--- src/rtl/flash_reader_pkg.sv ---
// Shared constants and FSM state type for the SPI boot-flash reader.
// The FLASH_READER_FAST_READ_EN build selects CmdFastRead plus DummyCycles dummy clocks.
package flash_pkg;

    localparam logic [7:0] CmdRead     = 8'h03;
    localparam logic [7:0] CmdFastRead = 8'h0B;
    localparam int         DummyCycles = 8;

    typedef enum logic [2:0] {
        Idle,
        SendCommand,
        SendAddress,
        SendDummy,
        ReceiveData,
        Finish
    } state_e;

endpackage

--- src/rtl/flash_reader_spi_clk_gen.sv ---
// SPI mode-0 clock generator: flash_clk idles low and toggles every HalfPeriod clk cycles.
// o_rise/o_fall mark the clk edge on which o_sck changes; i_stall holds o_sck low instead of rising.
module spi_clk_gen #(
    parameter int HalfPeriod = 2
) (
    input  logic clk,
    input  logic rst_n,
    input  logic i_en,
    input  logic i_stall,
    output logic o_sck,
    output logic o_rise,
    output logic o_fall
);

    localparam int            CntW    = (HalfPeriod > 1) ? $clog2(HalfPeriod) : 1;
    localparam logic [CntW-1:0] CntLast = CntW'(HalfPeriod - 1);

    logic [CntW-1:0] r_cnt;
    logic            r_sck;
    logic            w_term;

    assign w_term = (r_cnt == CntLast);
    assign o_rise = i_en && w_term && !r_sck && !i_stall;
    assign o_fall = i_en && w_term && r_sck;
    assign o_sck  = r_sck;

    // A stalled low phase parks the counter at its terminal value so the rise follows release at once.
    always_ff @(posedge clk) begin
        if (!rst_n || !i_en) begin
            r_cnt <= '0;
            r_sck <= 1'b0;
        end else if (o_rise || o_fall) begin
            r_cnt <= '0;
            r_sck <= ~r_sck;
        end else if (!w_term) begin
            r_cnt <= r_cnt + CntW'(1);
        end
    end

endmodule

--- src/rtl/flash_reader.sv ---
// Reads a byte stream from the SPI boot flash (READ 0x03) onto a ready/valid byte port.
// Define FLASH_READER_FAST_READ_EN to issue FAST_READ 0x0B with 8 dummy clocks instead.
module flash_reader
    import flash_pkg::*;
#(
    parameter int SckHalfPeriod = 2,
    parameter int LenBitWidth   = 16
) (
    input  logic                   clk,
    input  logic                   rst_n,
    input  logic                   start,
    input  logic [23:0]            address,
    input  logic [LenBitWidth-1:0] length,
    output logic                   busy,
    output logic                   done,
    output logic [7:0]             out_data,
    output logic                   out_valid,
    input  logic                   out_ready,
    output logic                   flash_clk,
    output logic                   flash_mosi,
    input  logic                   flash_miso,
    output logic                   flash_cs
);

`ifdef FLASH_READER_FAST_READ_EN
    localparam logic [7:0] ReadCmd      = CmdFastRead;
    localparam state_e     AfterAddress = SendDummy;
`else
    localparam logic [7:0] ReadCmd      = CmdRead;
    localparam state_e     AfterAddress = ReceiveData;
`endif
    localparam logic [4:0] DummyLast = 5'(DummyCycles - 1);

    state_e                 r_state, w_next_state;
    logic [4:0]             r_bit_cnt;
    logic [31:0]            r_shift;
    logic [6:0]             r_rx;
    logic [LenBitWidth-1:0] r_bytes_left;
    logic                   r_cs, r_mosi, r_busy, r_done, r_out_valid;
    logic [7:0]             r_out_data;
    logic                   w_sck_en, w_stall, w_sck, w_rise, w_fall, w_last_fall;

    assign w_sck_en = (r_state inside {SendCommand, SendAddress, SendDummy, ReceiveData});
    // Hold flash_clk low before a new byte's first rise while the previous byte is still unaccepted.
    assign w_stall  = (r_state == ReceiveData) && (r_bit_cnt == 5'd0) && r_out_valid && !out_ready;
    assign w_last_fall = w_fall && (r_state == ReceiveData) && (r_bit_cnt == 5'd0)
                         && (r_bytes_left == '0);

    spi_clk_gen #(
        .HalfPeriod(SckHalfPeriod)
    ) u_clk_gen (
        .clk    (clk),
        .rst_n  (rst_n),
        .i_en   (w_sck_en),
        .i_stall(w_stall),
        .o_sck  (w_sck),
        .o_rise (w_rise),
        .o_fall (w_fall)
    );

    // NOTE: sequential state uses non-blocking assignments so every flop samples pre-edge values.
    always_ff @(posedge clk) begin
        if (!rst_n) r_state <= Idle;
        else        r_state <= w_next_state;
    end

    // NOTE: the default assignment first means no path leaves w_next_state unassigned (no latch).
    always_comb begin
        w_next_state = r_state;
        case (r_state)
            Idle:        if (start) w_next_state = (length == '0) ? Finish : SendCommand;
            SendCommand: if (w_fall && r_bit_cnt == 5'd7) w_next_state = SendAddress;
            SendAddress: if (w_fall && r_bit_cnt == 5'd31) w_next_state = AfterAddress;
            SendDummy:   if (w_fall && r_bit_cnt == DummyLast) w_next_state = ReceiveData;
            ReceiveData: if (w_last_fall) w_next_state = Finish;
            Finish:      w_next_state = Idle;
            default:     w_next_state = Idle;
        endcase
    end

    always_ff @(posedge clk) begin
        if (!rst_n) begin
            r_cs         <= 1'b1;
            r_mosi       <= 1'b0;
            r_busy       <= 1'b0;
            r_done       <= 1'b0;
            r_out_valid  <= 1'b0;
            r_out_data   <= '0;
            r_bit_cnt    <= '0;
            r_shift      <= '0;
            r_rx         <= '0;
            r_bytes_left <= '0;
        end else begin
            r_done <= (r_state == Finish);
            if (r_out_valid && out_ready) r_out_valid <= 1'b0;

            case (r_state)
                Idle: begin
                    if (start) begin
                        r_bytes_left <= length;
                        if (length != '0) begin
                            r_cs      <= 1'b0;
                            r_busy    <= 1'b1;
                            r_mosi    <= ReadCmd[7];
                            r_shift   <= {ReadCmd[6:0], address, 1'b0};
                            r_bit_cnt <= '0;
                        end
                    end
                end
                // The zero padded into the shifter becomes mosi after the 32nd falling edge.
                SendCommand, SendAddress: begin
                    if (w_fall) begin
                        r_mosi    <= r_shift[31];
                        r_shift   <= {r_shift[30:0], 1'b0};
                        r_bit_cnt <= r_bit_cnt + 5'd1;
                    end
                end
                SendDummy: begin
                    if (w_fall) r_bit_cnt <= (r_bit_cnt == DummyLast) ? '0 : r_bit_cnt + 5'd1;
                end
                ReceiveData: begin
                    if (w_rise) begin
                        r_rx <= {r_rx[5:0], flash_miso};
                        if (r_bit_cnt == 5'd7) begin
                            r_out_data   <= {r_rx, flash_miso};
                            r_out_valid  <= 1'b1;
                            r_bytes_left <= r_bytes_left - LenBitWidth'(1);
                            r_bit_cnt    <= '0;
                        end else begin
                            r_bit_cnt <= r_bit_cnt + 5'd1;
                        end
                    end
                    if (w_last_fall) begin
                        r_cs   <= 1'b1;
                        r_busy <= 1'b0;
                    end
                end
                default: ;
            endcase
        end
    end

    assign busy       = r_busy;
    assign done       = r_done;
    assign out_data   = r_out_data;
    assign out_valid  = r_out_valid;
    assign flash_clk  = w_sck;
    assign flash_mosi = r_mosi;
    assign flash_cs   = r_cs;

endmodule
--- config.mk ---
export PLATFORM = sky130hd
export DESIGN_NAME = flash_reader
export DESIGN_NICKNAME = d
export VERILOG_FILES = /design/src/rtl/flash_reader_pkg.sv /design/src/rtl/flash_reader_spi_clk_gen.sv /design/src/rtl/flash_reader.sv
export SDC_FILE = /design/constraint.sdc
export NUM_CORES = 1
export LEC_CHECK = 0
export ABC_AREA = 1
export CORE_MARGIN = 8
export CORE_UTILIZATION = 55
export CTS_BUF_LIST = sky130_fd_sc_hd__clkbuf_4
export DETAILED_ROUTE_END_ITERATION = 8
export GPL_ROUTABILITY_DRIVEN = 0
export PLACE_DENSITY_LB_ADDON = 0.3
export SYNTH_ARGS = -nofsm -noshare
export SYNTH_HDL_FRONTEND = slang
export SYNTH_SLANG_ARGS = --single-unit
--- constraint.sdc ---
create_clock -name clk -period 1.8 [get_ports clk]
set_input_delay 0.45 -clock clk [delete_from_list [all_inputs] [get_ports clk]]
set_output_delay 0.45 -clock clk [all_outputs]
set_load 0.05 [all_outputs]
# ---- Yosys cells after proc, flatten, opt, wreduce, memory -nomap -nowiden
# Index checks and enable logic that the tools add are counted.
dict set report totals {
  ff_bits 78
  latchBits 0
  ram_bits 0
  mem_bits_ro 0
  inputBits 45
  n_memories 0
}
dict set report op_classes {
  n_addsub 3
  n_mul 0
  div 0
  order_cmp 0
  n_eq_ne 17
  shift 0
  mux 37
  n_bitwise 1
  n_reduce_logical 38
}
# operator n
set ops {}
lappend ops {{$mux 32} 3}
lappend ops {{$pmux 32 s2} 1}
lappend ops {{$mux 16} 3}
lappend ops {{$logic_not 16->1} 2}
lappend ops {{$pmux 16 s2} 1}
lappend ops {{$mux 5} 6}
lappend ops {{$pmux 5 s4} 1}
lappend ops {{$mux 3} 6}
lappend ops {{$reduce_bool 16->1} 1}
lappend ops {{$sub 16x1->16 const B} 1}
lappend ops {{$pmux 3 s5} 1}
lappend ops {{$ne 2x1->1 const B} 7}
lappend ops {{$logic_and 1x1->1} 13}
lappend ops {{$mux 1} 12}
lappend ops {{$reduce_and 4->1} 3}
lappend ops {{$reduce_bool 4->1} 2}
lappend ops {{$eq 3x2->1 const B} 2}
lappend ops {{$eq 3x3->1 const B} 2}
lappend ops {{$ne 2x2->1 const B} 3}
lappend ops {{$pmux 1 s2} 3}
lappend ops {{$reduce_and 6->1} 1}
lappend ops {{$add 5x1->5 const B} 1}
lappend ops {{$eq 5x3->1 const B} 1}
lappend ops {{$eq 5x5->1 const B} 1}
lappend ops {{other kinds (12)} 19}

# ---- Logic depth before layout (Yosys ltp)
# Gate-level depths: netlist of run 1.
dict set report logic_depth {
  word_depth 9
  depth_mapped 13
}

# ---- Hierarchy
# From an unflattened synthesis of run 1, not the netlist that was laid out.
dict set report hier_totals {
  hier_cells 595
  area_unflattened_um2 3966.3
}
# mod n_inst cells_per_inst area_per_inst_um2 seq_area_each_um2
set by_module_without_submodules {}
lappend by_module_without_submodules {flash_reader 1 581 3867.5 1501.4}
lappend by_module_without_submodules {spi_clk_gen 1 14 98.8 40.0}

# ---- Least setup slack after synthesis of run 1
# No wires, ideal clock.
dict set report synth_timing {
  path_kind {register to register}
  start {reg u_clk_gen.r_sck, in the netlist u_clk_gen.o_sck}
  end {reg r_shift[10]}
  setup_ps 113
  arrival_ps 1731
  required_time_ps 1687
  slack_ps -44
  stages_incl_launch_ff 7
  synth_period_minus_slack_ps 1844
  path_cell_list {dfxtp_1 -> inv_1 -> o31ai_4 -> nand3_4 -> buf_2 -> nor2_1 -> nor2_1}
}
dict set report synth_between {
  elab_chain_len 3
}
# element line
set synth_lines {}
lappend synth_lines {{start, declared} flash_reader_spi_clk_gen.sv:19} ;# logic r_sck;
lappend synth_lines {{start signal, assigned} flash_reader_spi_clk_gen.sv:34} ;# r_sck <= ~r_sck;
lappend synth_lines {{$logic_and 1x1->1} flash_reader_spi_clk_gen.sv:24} ;# assign o_fall = i_en && w_term && r_sck;
lappend synth_lines {{$ne 2x1->1 (no line)} -}
lappend synth_lines {{$reduce_and 4->1 (no line)} -}
lappend synth_lines {{end signal, assigned} flash_reader.sv:105} ;# r_shift <= {ReadCmd[6:0], address, 1'b0};
lappend synth_lines {{end signal, assigned} flash_reader.sv:114} ;# r_shift <= {r_shift[30:0], 1'b0};
lappend synth_lines {{end, declared} flash_reader.sv:36} ;# logic [31:0] r_shift;
# Every way passes these cells.
# A chain may end at the register's enable or synchronous reset.

# ---- Worst setup path after layout of run 1
dict set report layout_timing {
  start {in length[10]}
  end {reg r_bit_cnt[2]}
}
dict set report layout_between {
  elab_chain_len 3
}
# element line
set layout_lines {}
lappend layout_lines {{start, declared} flash_reader.sv:13} ;# input logic [LenBitWidth-1:0] length,
lappend layout_lines {{$reduce_bool 16->1} flash_reader.sv:101} ;# if (length != '0) begin
lappend layout_lines {{$ne 2x2->1 (no line)} -}
lappend layout_lines {{$reduce_and 6->1 (no line)} -}
lappend layout_lines {{end signal, assigned} flash_reader.sv:115} ;# r_bit_cnt <= r_bit_cnt + 5'd1;
lappend layout_lines {{end signal, assigned} flash_reader.sv:119} ;# if (w_fall) r_bit_cnt <= (r_bit_cnt == DummyLast) ? '0 : r_bit_cnt + 5'd1;
lappend layout_lines {{end signal, assigned} flash_reader.sv:130} ;# r_bit_cnt <= r_bit_cnt + 5'd1;
lappend layout_lines {{end, declared} flash_reader.sv:35} ;# logic [4:0] r_bit_cnt;
# Every way passes these cells.

==> results.md, run 1 <==
* DR vias at around 4,500
* CTS tree: yes
* Final-stage net count at 836
* WS Path Type: primary input to flop
* Worst-path clk slew at about 140 ps
* Post-synth net total at 751
* Num CTS Buffers at 9
* Top-Level Pins at slightly below 60
* Worst slew margin at 0.729
* Antenna Cells at 0
* Post-synth cell types at 31
* Max cap viols at 0
* DR DRC count at 0
* Clock Skews at 23.5 ps
* Slew Limit Fails at 0
* Placement Cell Area at between 5000 and 6000 sq um
* Root buf cell: clkbuf_4
* Initial Util at 0.565
* Post-route setup slack at between 80 and 90 ps
* Reg2reg start: r_bit_cnt[0]$_SDFFE_PN0P_
* Clock Sinks at slightly below 80
* CP endpoint kind: flop
* WL/cell at around 12 microns
* GRT Total Usage at 0.188
* Worst path arrival time at between 2000 and 2500 ps
* Drt total wl at between 10 and 15 mm
* Layout cells sized above 1 at 0.163
* Total power at between 10,000 and 15,000 uW
* Fmax at 0.585 GHz
* Initial antenna violation count at 0
* Status: finished, final reports clean
* Critical Path Start: length[10]
* Design Area, Final at between 5000 and 6000 sq um
* Die H at roughly 100 microns
* Detailed placement HPWL at approximately 7.7 mm
* Max Root-Sink Buffers at 2
* Worst hold slack at 447 ps
* Req. time, crit path at 2130 ps
* Crit path max fanout at 5
* Die Wd at between 100 and 150 microns
* Vias in the first global route at 4,278
* Final hold violations at 0
* Grt total ovfl at 0
* Largest net degree at the start of global routing at 50
* Die ar. at roughly 11,000 sq um
* Top cells by area, synth: dfxtp_1, nand2_1, nor2_1
* First-pass GRT wire length at around 18 mm
* Gate Count Post-Synth at 701
* Area delta synth->final at 27.0%
* Area leader, netlist: dfxtp_1
* H-Tree Depth at 3
* Leakage at ~0.0026 uW
* Power density over the cells at between 1500 and 2000 nW/um^2
* Pre-antenna DRT Iters at 6
* Cell Area, Synth at ~4300 sq um
* Hold Startpoint: r_rx[6]$_SDFFE_PN0P_
* Startpoint types: primary input
* Hold WC Path Type: flop to flop
* Tmin final at between 1500 and 2000 ps
* Yosys reg bits at 77
* Actual slew at the worst max-slew pin at 407 ps
* Avg Cell Area, Syn at about 6.2 sq um
* VDD IR max at approximately 0.97 mV
* Place WS at -421 ps
* Synth top area share at 0.355
* Antenna Violating Nets Remaining at 0
* RSZ-0062 raised after global routing: yes
* Register area share after synthesis at 0.355
* Core Util, Final at 0.718
* Routed vias/inst at between 4 and 5
* Port Buf Inserts at 58
* Worst-skew pair later-pin latency at approximately 430 ps
* Hold Buf Count CTS at 0
* Initial DRC count at between 200 and 250
* Area of the core at roughly 7700 sq um
* Final setup vio count at 0
* Row count at 32
* Synth warn at 0
* Period utilization at 0.950
[path summary, 6_finish.rpt]
check | endpoint | slack [ps] | depth (start not counted)
worst max-delay path | r_bit_cnt[2]$_SDFFE_PN0P_ | 90 | 11
worst min register to register | out_data[7]$_SDFFE_PN0P_ | 450 | 2
worst max register to register | r_rx[6]$_SDFFE_PN0P_ | 100 | 11
worst min-delay path | out_data[7]$_SDFFE_PN0P_ | 450 | 2
[cells in the mapped netlist]
master    count
nand2_1     230
nor2_1      134
inv_1        83
dfxtp_1      77
o21ai_0      42
nand3_1      35
a21oi_1      22
clkbuf_1     12
buf_6         7
a21oi_2       6
nor2_4        6
buf_2         5
ha_1          5
xor2_1        5
nand2_4       4
a31oi_1       3
inv_2         3
nand2_2       3
nand4_1       3
o21ai_1       3
nand3_4       2
o21ai_2       2
buf_4         1
clkinv_4      1
inv_4         1
nor2_2        1
nor3_1        1
nor4_1        1
o211ai_1      1
o31ai_4       1
or2_2         1
[worst max-delay path, cell delays in order]
cell and delay, ps:
clkdlybuf4s50_1 420, nor2_1 120, nand2_1 100, nor2_2 170
nand3_2 150, nand2_2 140, nor2_2 70, nand2_1 160
inv_1 100, nor2_1 110, nor2_1 50
[layout make-up]
cell class,count,area (sq um)
flip-flops and latches,77,1550
inverters,88,338
well taps,102,128
repair buffers,99,928
clock inverters,6,119
multi-input cells,511,2380
clock buffers,10,75.1
fillers,657,2170
[metrics by stage]
stage	setup TNS [ps]	instances
floorplan	0	701
global placement	-10450	875
detailed placement	-18130	875
CTS	0	891
global route	-124	893
finish	0	893
[report_power, final]
group	switching (uW)	internal, uW	leakage [uW]	total (uW)
clock network	640	736	0.000103	1380
logic	3980	2420	0.00191	6390
registers	347	2310	0.000635	2650
[routing by layer]
metal  track usage  routed length [microns]
met2         0.349                     5480
met5             0                        0
met4        0.0775                      221
met3        0.0356                      443
met1         0.203                     4410
[sequential cells by signal, summed over array words and instances, names as in the netlist]
name and flops:
u_clk_gen.o_sck 1, out_data 8, r_bit_cnt 5, out_valid 1, r_shift 31, flash_mosi 1
r_rx 7, busy 1, r_bytes_left 16, r_state 3, flash_cs 1, u_clk_gen.r_cnt 1
done 1
[cell families after synthesis]
| logic type | share of synthesized area |
|---|---|
| AO/OA/AOI/OAI | 0.104 |
| AND/OR/NAND/NOR | 0.403 |
| adder cells (fa/ha/maj) | 0.0144 |
| XOR/XNOR | 0.0101 |
| buffers and inverters | 0.114 |
| flip-flops | 0.355 |
[cell usage in the layout (no fill, tap or decap), types with 2 or more instances in the layout]
cell type          n
clkbuf_4          10
bufinv_16          3
nor2_4             7
inv_2              6
nand3_4            2
xor2_1             5
clkdlybuf4s50_1   44
o21ai_2            2
nand4_1            3
inv_1             80
buf_12             6
o21ai_0           40
a21oi_2            6
nand2_2            5
nor2_1           126
nor2_2             8
nand3_1           30
dfxtp_2            7
nand2_4            4
dfxtp_1           70
clkinv_4           2
o21ai_1            5
buf_4             49
a21oi_1           21
nand3_2            5
nand2_1          228
a31oi_1            3
ha_1               4
[repair_timing]
action                     4_1_cts  5_1_grt
resized for setup                3       27
pin swaps                        0        6
setup endpoints to repair        6       71
buffers inserted                 0        2
No activity file was read; power rests on OpenSTA's default activity.
==> run 2, diff against run 1 <==
--- a/config.mk
+++ b/config.mk
@@ -14,4 +14,5 @@
 export PLACE_DENSITY_LB_ADDON = 0.3
 export SYNTH_ARGS = -nofsm -noshare
 export SYNTH_HDL_FRONTEND = slang
+export SYNTH_HIERARCHICAL = 1
 export SYNTH_SLANG_ARGS = --single-unit
==> run 2 against run 1 <==
  * The flow now finishes with violations (negative setup slack)
  * Count of clock-buffer cells in the layout did not move
  * Worst hold slack improved by 29 ps
  * Core utilization rose by 10 points
  * Register-to-register slack got worse by 410 ps
  * Largest cell class unchanged
==> results.md, run 2 <==
* Register area at between 1500 and 2000 sq um
* Total power at approximately 11,000 uW
* Final hold violations at 0
* Reg2reg start: r_state[1]$_SDFFE_PN0P_
* Met1 Wirelength at 5.19 mm
* Grt total ovfl at 0
* Worst path arrival time at approximately 2500 ps
* Yosys reg bits at just under 80
* Initial Util at 0.556
* Design Area, Final at approximately 5900 sq um
* Slew Limit Fails at 0
* Register area share after synthesis at 0.389
* Main flop type after synthesis: dfxtp_1
* Number of synthesized flops with an enable pin at 0
* WL/cell at ~17 microns
* Layout cells sized above 1 at 0.334
* Multi-input combinational cell area at 2630 sq um
* Met2 wire length at slightly below 7 mm
* Max Root-Sink Buffers at 2
* Failing checks: negative setup slack
* Post-synth net total at 644
* Die H at 101 microns
* Routed length on met3 at around 970 microns
* Pre-antenna DRT Iters at 5
* Place WS at -387 ps
* Tmin final at around 2100 ps
* Placement Cell Area at 4970 sq um
* Gate Count Post-Synth at between 500 and 600
* RSZ-0062 raised after global routing: yes
* Worst-skew pair later-pin latency at between 400 and 500 ps
* Top cells by area, synth: dfxtp_1, nand2_1, a21oi_1
* Most frequent cells in the layout: nand2_1, dfxtp_1, buf_4, nor2_1, clkdlybuf4s50_1
* Post-route setup slack at -310 ps
* R2R setup slack at -310 ps
* Crit path max fanout at 7
* Initial DRC count at ~380
* Post-synth ARST share at 0
* Worst-path clk slew at about 130 ps
* Area leader, netlist: dfxtp_1
* Routed vias/inst at 5.67
* Top-Level Pins at between 50 and 60
* Clock Sinks at slightly below 80
* Area of the core at between 7000 and 8000 sq um
* Initial antenna violation count at 0
* Req. time, crit path at ~2200 ps
* Fmax at around 0.47 GHz
* Antenna Cells at 0
* First-pass GRT wire length at about 18 mm
* Avg Cell Area, Syn at around 6.7 sq um
* Die ar. at between 10,000 and 15,000 sq um
* WS Path Type: flop to flop
* FILL cells at between 400 and 500
* Final setup vio count at 72
* Row count at 31
* Max Used Layer: met4
* CP endpoint kind: flop
* Post-synth cell types at 36
* Power density over the cells at ~2000 nW/um^2
* Hold WC Path Type: flop to flop
* Hold Startpoint: r_shift[22]$_SDFFE_PN0P_
* Max cap viols at 0
* Clock Skews at 16.6 ps
* Port Buf Inserts at 58
* DR vias at 4,618
* H-Tree Depth at 3
* CTS tree: yes
* Critical Path Start: r_state[1]$_SDFFE_PN0P_
* VDD IR max at ~0.94 mV
* Die Wd at just over 100 microns
* Drt total wl at between 10 and 15 mm
* Largest net degree at the start of global routing at 37
* GRT Total Usage at 0.221
* Cell Area, Synth at 3970 sq um
* Post-route setup TNS at -8970 ps
* Antenna Violating Nets Remaining at 0
* Synth warn at 6
* Area delta synth->final at 47.7%
* Final-stage net count at between 700 and 800
* Synth top area share at 0.389
* Detailed placement HPWL at 7.16 mm
* Hold Buf Count CTS at 0
* Startpoint types: flop
* Worst slew margin at 0.766
* Max reg flops at 31
* Num CTS Buffers at 9
* DR DRC count at 0
* Actual slew at the worst max-slew pin at between 300 and 400 ps
* Root buf cell: clkbuf_4
* Largest Register: r_shift
* Leakage at 0.00249 uW
* Commonest non-fill, non-tap cell in the layout: nand2_1
* Synth cell count leaders: nand2_1, dfxtp_1, a21oi_1, nor2_1, inv_1
* Most common cell in the netlist: nand2_1
* Period utilization at 1.17
* Status: finished with violations
* Vias in the first global route at between 4,000 and 5,000
-- run 2: cell count changes after synthesis, moves of 5 or more --
cell     before  now
a21oi_2       6    1
nand3_1      35   25
inv_1        83   29
nand4_1       3    8
nor2_1      134   64
buf_4         1    8
inv_2         3    8
nand2_1     230  214
a21oi_1      22   71
o21ai_0      42   21
-- run 2: kinds of logic after synthesis --
logic type      after synthesis  share of synthesized area
fa+ha+maj                     4                     0.0126
xor+xnor                      5                     0.0110
simple gates                336                      0.360
buf+inv                      65                     0.0789
flops                        77                      0.389
compound gates              108                      0.149
-- run 2: worst max-delay path, stage by stage, from the launching register on --
cell and delay [ps]:
dfxtp_4 410, inv_2 80, nand3_2 100, nand2_2 120, inv_4 50, nand2_4 70
nand2_4 70, nor2_4 180, nand2_2 80, nand2_2 110, nand3_4 150, inv_8 140
clkbuf_16 180, nand2_1 90, a21oi_1 210
-- run 2: what timing repair did --
| item | 4_1_cts | 5_1_grt |
|---|---|---|
| pin swaps | 18 | 43 |
| gates cloned | 3 | 2 |
| setup endpoints to repair | 71 | 73 |
| gates resized for setup | 27 | 121 |
| buffers inserted | 13 | 4 |
-- run 2: final cells by class --
| class | instances | area share |
|---|---|---|
| Clock buffer | 10 | 0.0128 |
| Clock inverter | 6 | 0.0190 |
| Inverter | 40 | 0.0291 |
| Multi-Input combinational cell | 456 | 0.450 |
| Sequential cell | 77 | 0.266 |
| Tap cell | 99 | 0.0211 |
| Timing Repair Buffer | 127 | 0.203 |
-- run 2: report_power, final --
part	total (uW)	internal [uW]	switching (uW)
Combinational	7420	2870	4550
Clock	1380	718	659
Sequential	2650	2200	445
Total	11400	5790	5660
-- run 2: metal layers --
metal,vias up,track usage
met2,247,0.380
met3,64,0.0490
li1,2156,-
met5,-,0
met4,0,0.117
met1,2151,0.250
-- run 2: path summary, 6_finish.rpt --
check / cells past startpoint / endpoint
min: 2 / r_shift[22]$_SDFFE_PN0P_
min reg2reg: 2 / r_shift[22]$_SDFFE_PN0P_
max: 14 / r_shift[18]$_SDFFE_PN0P_
max reg2reg: 14 / r_shift[18]$_SDFFE_PN0P_
-- run 2: metrics by stage --
stage	instances	hold slack, ps	util
floorplan	595	440	-
finish	815	476	0.821
CTS	809	472	0.753
global placement	778	450	0.696
detailed placement	778	455	0.696
global route	815	493	0.821
==> run 3, diff against run 2 <==
--- a/config.mk
+++ b/config.mk
@@ -12,6 +12,7 @@
 export DETAILED_ROUTE_END_ITERATION = 8
 export GPL_ROUTABILITY_DRIVEN = 0
 export PLACE_DENSITY_LB_ADDON = 0.3
+export REMOVE_ABC_BUFFERS = 1
 export SYNTH_ARGS = -nofsm -noshare
 export SYNTH_HDL_FRONTEND = slang
 export SYNTH_HIERARCHICAL = 1
==> constraint.sdc (replaced) <==
create_clock -name clk -period 2.41 [get_ports clk]
set_input_delay 0.6025 -clock clk [delete_from_list [all_inputs] [get_ports clk]]
set_output_delay 0.6025 -clock clk [all_outputs]
set_load 0.05 [all_outputs]
==> run 3 against run 2 <==
  * The flow now finishes without violations
  * Worst setup slack better by 480 ps
  * Critical path type is now flop to output port
  * Via count is 14% lower
  * Register-to-register slack better by 540 ps
  * Sequential power is 28% lower
  * Core utilization is 15 points lower
  * Count of clock-buffer cells in the layout is 1 lower
  * First-iteration DRC count is 53% lower
  * Global-route usage is 2.9 points lower
  * Largest power group unchanged
==> results.md, run 3 (same netlist as run 2, synthesis figures left out) <==
* Status: finished, final reports clean
* Crit path max fanout at 4
* Worst-skew pair later-pin latency at about 420 ps
* Largest Register: r_shift
* Core Util, Final at 0.674
* Num CTS Buffers at 9
* Antenna Violating Nets Remaining at 0
* Actual slew at the worst max-slew pin at ~520 ps
* Final hold violations at 0
* CP endpoint kind: output port
* Initial Util at 0.556
* Max incr delay on CP at 830 ps
* Vias in the first global route at between 3,000 and 4,000
* Reg2reg start: r_bit_cnt[0]$_SDFFE_PN0P_
* Max cap viols at 0
* Hold Buf Count CTS at 0
* Reg2Reg Depth at 15
* RSZ-0062 raised after global routing: no
* Most frequent cells in the layout: nand2_1, dfxtp_1, a21oi_1, nor2_1, clkdlybuf4s50_1
* Die Wd at slightly above 100 microns
* Worst-path clk slew at approximately 120 ps
* VDD IR max at between 0.8 and 0.9 mV
* Port Buf Inserts at 58
* Area of the core at between 7000 and 8000 sq um
* Slew Limit Fails at 0
* Max Root-Sink Buffers at 2
* Clock Skews at ~16 ps
* Layout Cells excl Fill at approximately 760
* Initial antenna violation count at 0
* Max reg flops at 31
* Detailed placement HPWL at ~6.8 mm
* Layout cells sized above 1 at 0.0995
* Tmin final at roughly 2200 ps
* Row count at 31
* FF-to-FF End: r_bit_cnt[2]$_SDFFE_PN0P_
* Die ar. at just over 10,000 sq um
* Die H at roughly 100 microns
* Period utilization at 0.930
* Hold WC Path Type: flop to flop
* Commonest non-fill, non-tap cell in the layout: nand2_1
* Leakage at between 0.0015 and 0.002 uW
* WL/cell at between 10 and 15 microns
* DR vias at 3,965
* Worst path arrival time at ~1600 ps
* Power density over the cells at 1290 nW/um^2
* Grt total ovfl at 0
* First-pass GRT wire length at about 16 mm
* Req. time, crit path at 1810 ps
* Final-stage net count at ~710
* Critical Path Start: u_clk_gen/o_sck$_SDFFE_PP0P_
* Routed vias/inst at ~5.2
* CP top delay family: buffers and inverters
* Antenna Cells at 0
* Worst setup path endpoint: flash_clk
* Cell count along the critical path at 1
* Clock Sinks at 77
* Worst path buffer plus inverter count at 1
* GRT Total Usage at 0.192
* Total power at roughly 6200 uW
* Fmax at 0.446 GHz
* H-Tree Depth at 3
* Startpoint types: flop
* Root buf cell: clkbuf_4
* Top-Level Pins at between 50 and 60
* Final setup vio count at 0
* DR DRC count at 0
* Post-cts sizing count at 0
* WS Path Type: flop to output port
* Placed Cells at roughly 750
* R2R setup slack at between 200 and 250 ps
* Pre-antenna DRT Iters at 7
* CTS tree: yes
* Worst slew margin at 0.654
* Drt total wl at roughly 9.5 mm
* Initial DRC count at 179
* Largest net degree at the start of global routing at 44
* Post-CTS setup-driven buffer insertion count at 0
* Area delta synth->final at 21.3%
* Worst path slowest cell: clkdlybuf4s50_1
* Post-route setup TNS at 0 ps
* Crit path cell chain: clkdlybuf4s50_1
run 3: cell count changes in the layout (fill, tap and decap cells not counted), moves of 13 or more:
cell             previous run  this run
a21oi_1                    38        71
a21oi_2                    33         1
buf_4                      66        19
clkdlybuf4s50_1            44        58
nand2_1                   182       214
nand2_2                    19         6
nand2_4                    20         1
run 3: stage by stage:
stage	instance area [sq um]	worst slack (ps)	hold slack, ps
4_1_cts	4800	69.2	475
5_1_grt	4810	71.2	489
3_3_place_gp	4670	13.3	445
6_report	4810	169	473
2_1_floorplan	3810	-505	441
3_5_place_dp	4670	-148	445
run 3: worst min path at each step:
stage,startpoint,endpoint,slack (ps),cells past startpoint
final,flash_cs$_SDFFE_PN1P_,flash_cs$_SDFFE_PN1P_,470,2
after global placement,flash_cs$_SDFFE_PN1P_,flash_cs$_SDFFE_PN1P_,440,2
after detailed placement,flash_cs$_SDFFE_PN1P_,flash_cs$_SDFFE_PN1P_,450,2
after floorplan,r_rx[0]$_SDFFE_PN0P_,r_rx[0]$_SDFFE_PN0P_,440,2
after CTS,r_shift[5]$_SDFFE_PN0P_,r_shift[5]$_SDFFE_PN0P_,470,2
after global routing,r_shift[3]$_SDFFE_PN0P_,r_shift[3]$_SDFFE_PN0P_,490,2
run 3: report_power, final:
group	total [uW]	internal (uW)	switching, uW	leakage [uW]
Clock	773	311	462	0.0000682
Combinational	3520	1270	2250	0.00130
Sequential	1910	1630	276	0.000629
Total	6200	3210	2980	0.00200
run 3: final cells by class:
cell class | instances | area, sq um
multi-input cells | 453 | 2110
clock inverters | 6 | 63.8
inverters | 40 | 155
clock buffers | 9 | 67.6
flip-flops and latches | 77 | 1540
fillers | 664 | 2330
well taps | 99 | 124
repair buffers | 78 | 743
run 3: per-layer routing:
metal	track usage	up-vias	part of all wire	routed length, microns
li1	-	2042	-	-
met4	0.0584	0	0.012	111
met2	0.347	82	0.49	4670
met5	0	-	0	0
met3	0.0477	12	0.053	508
met1	0.215	1829	0.44	4230
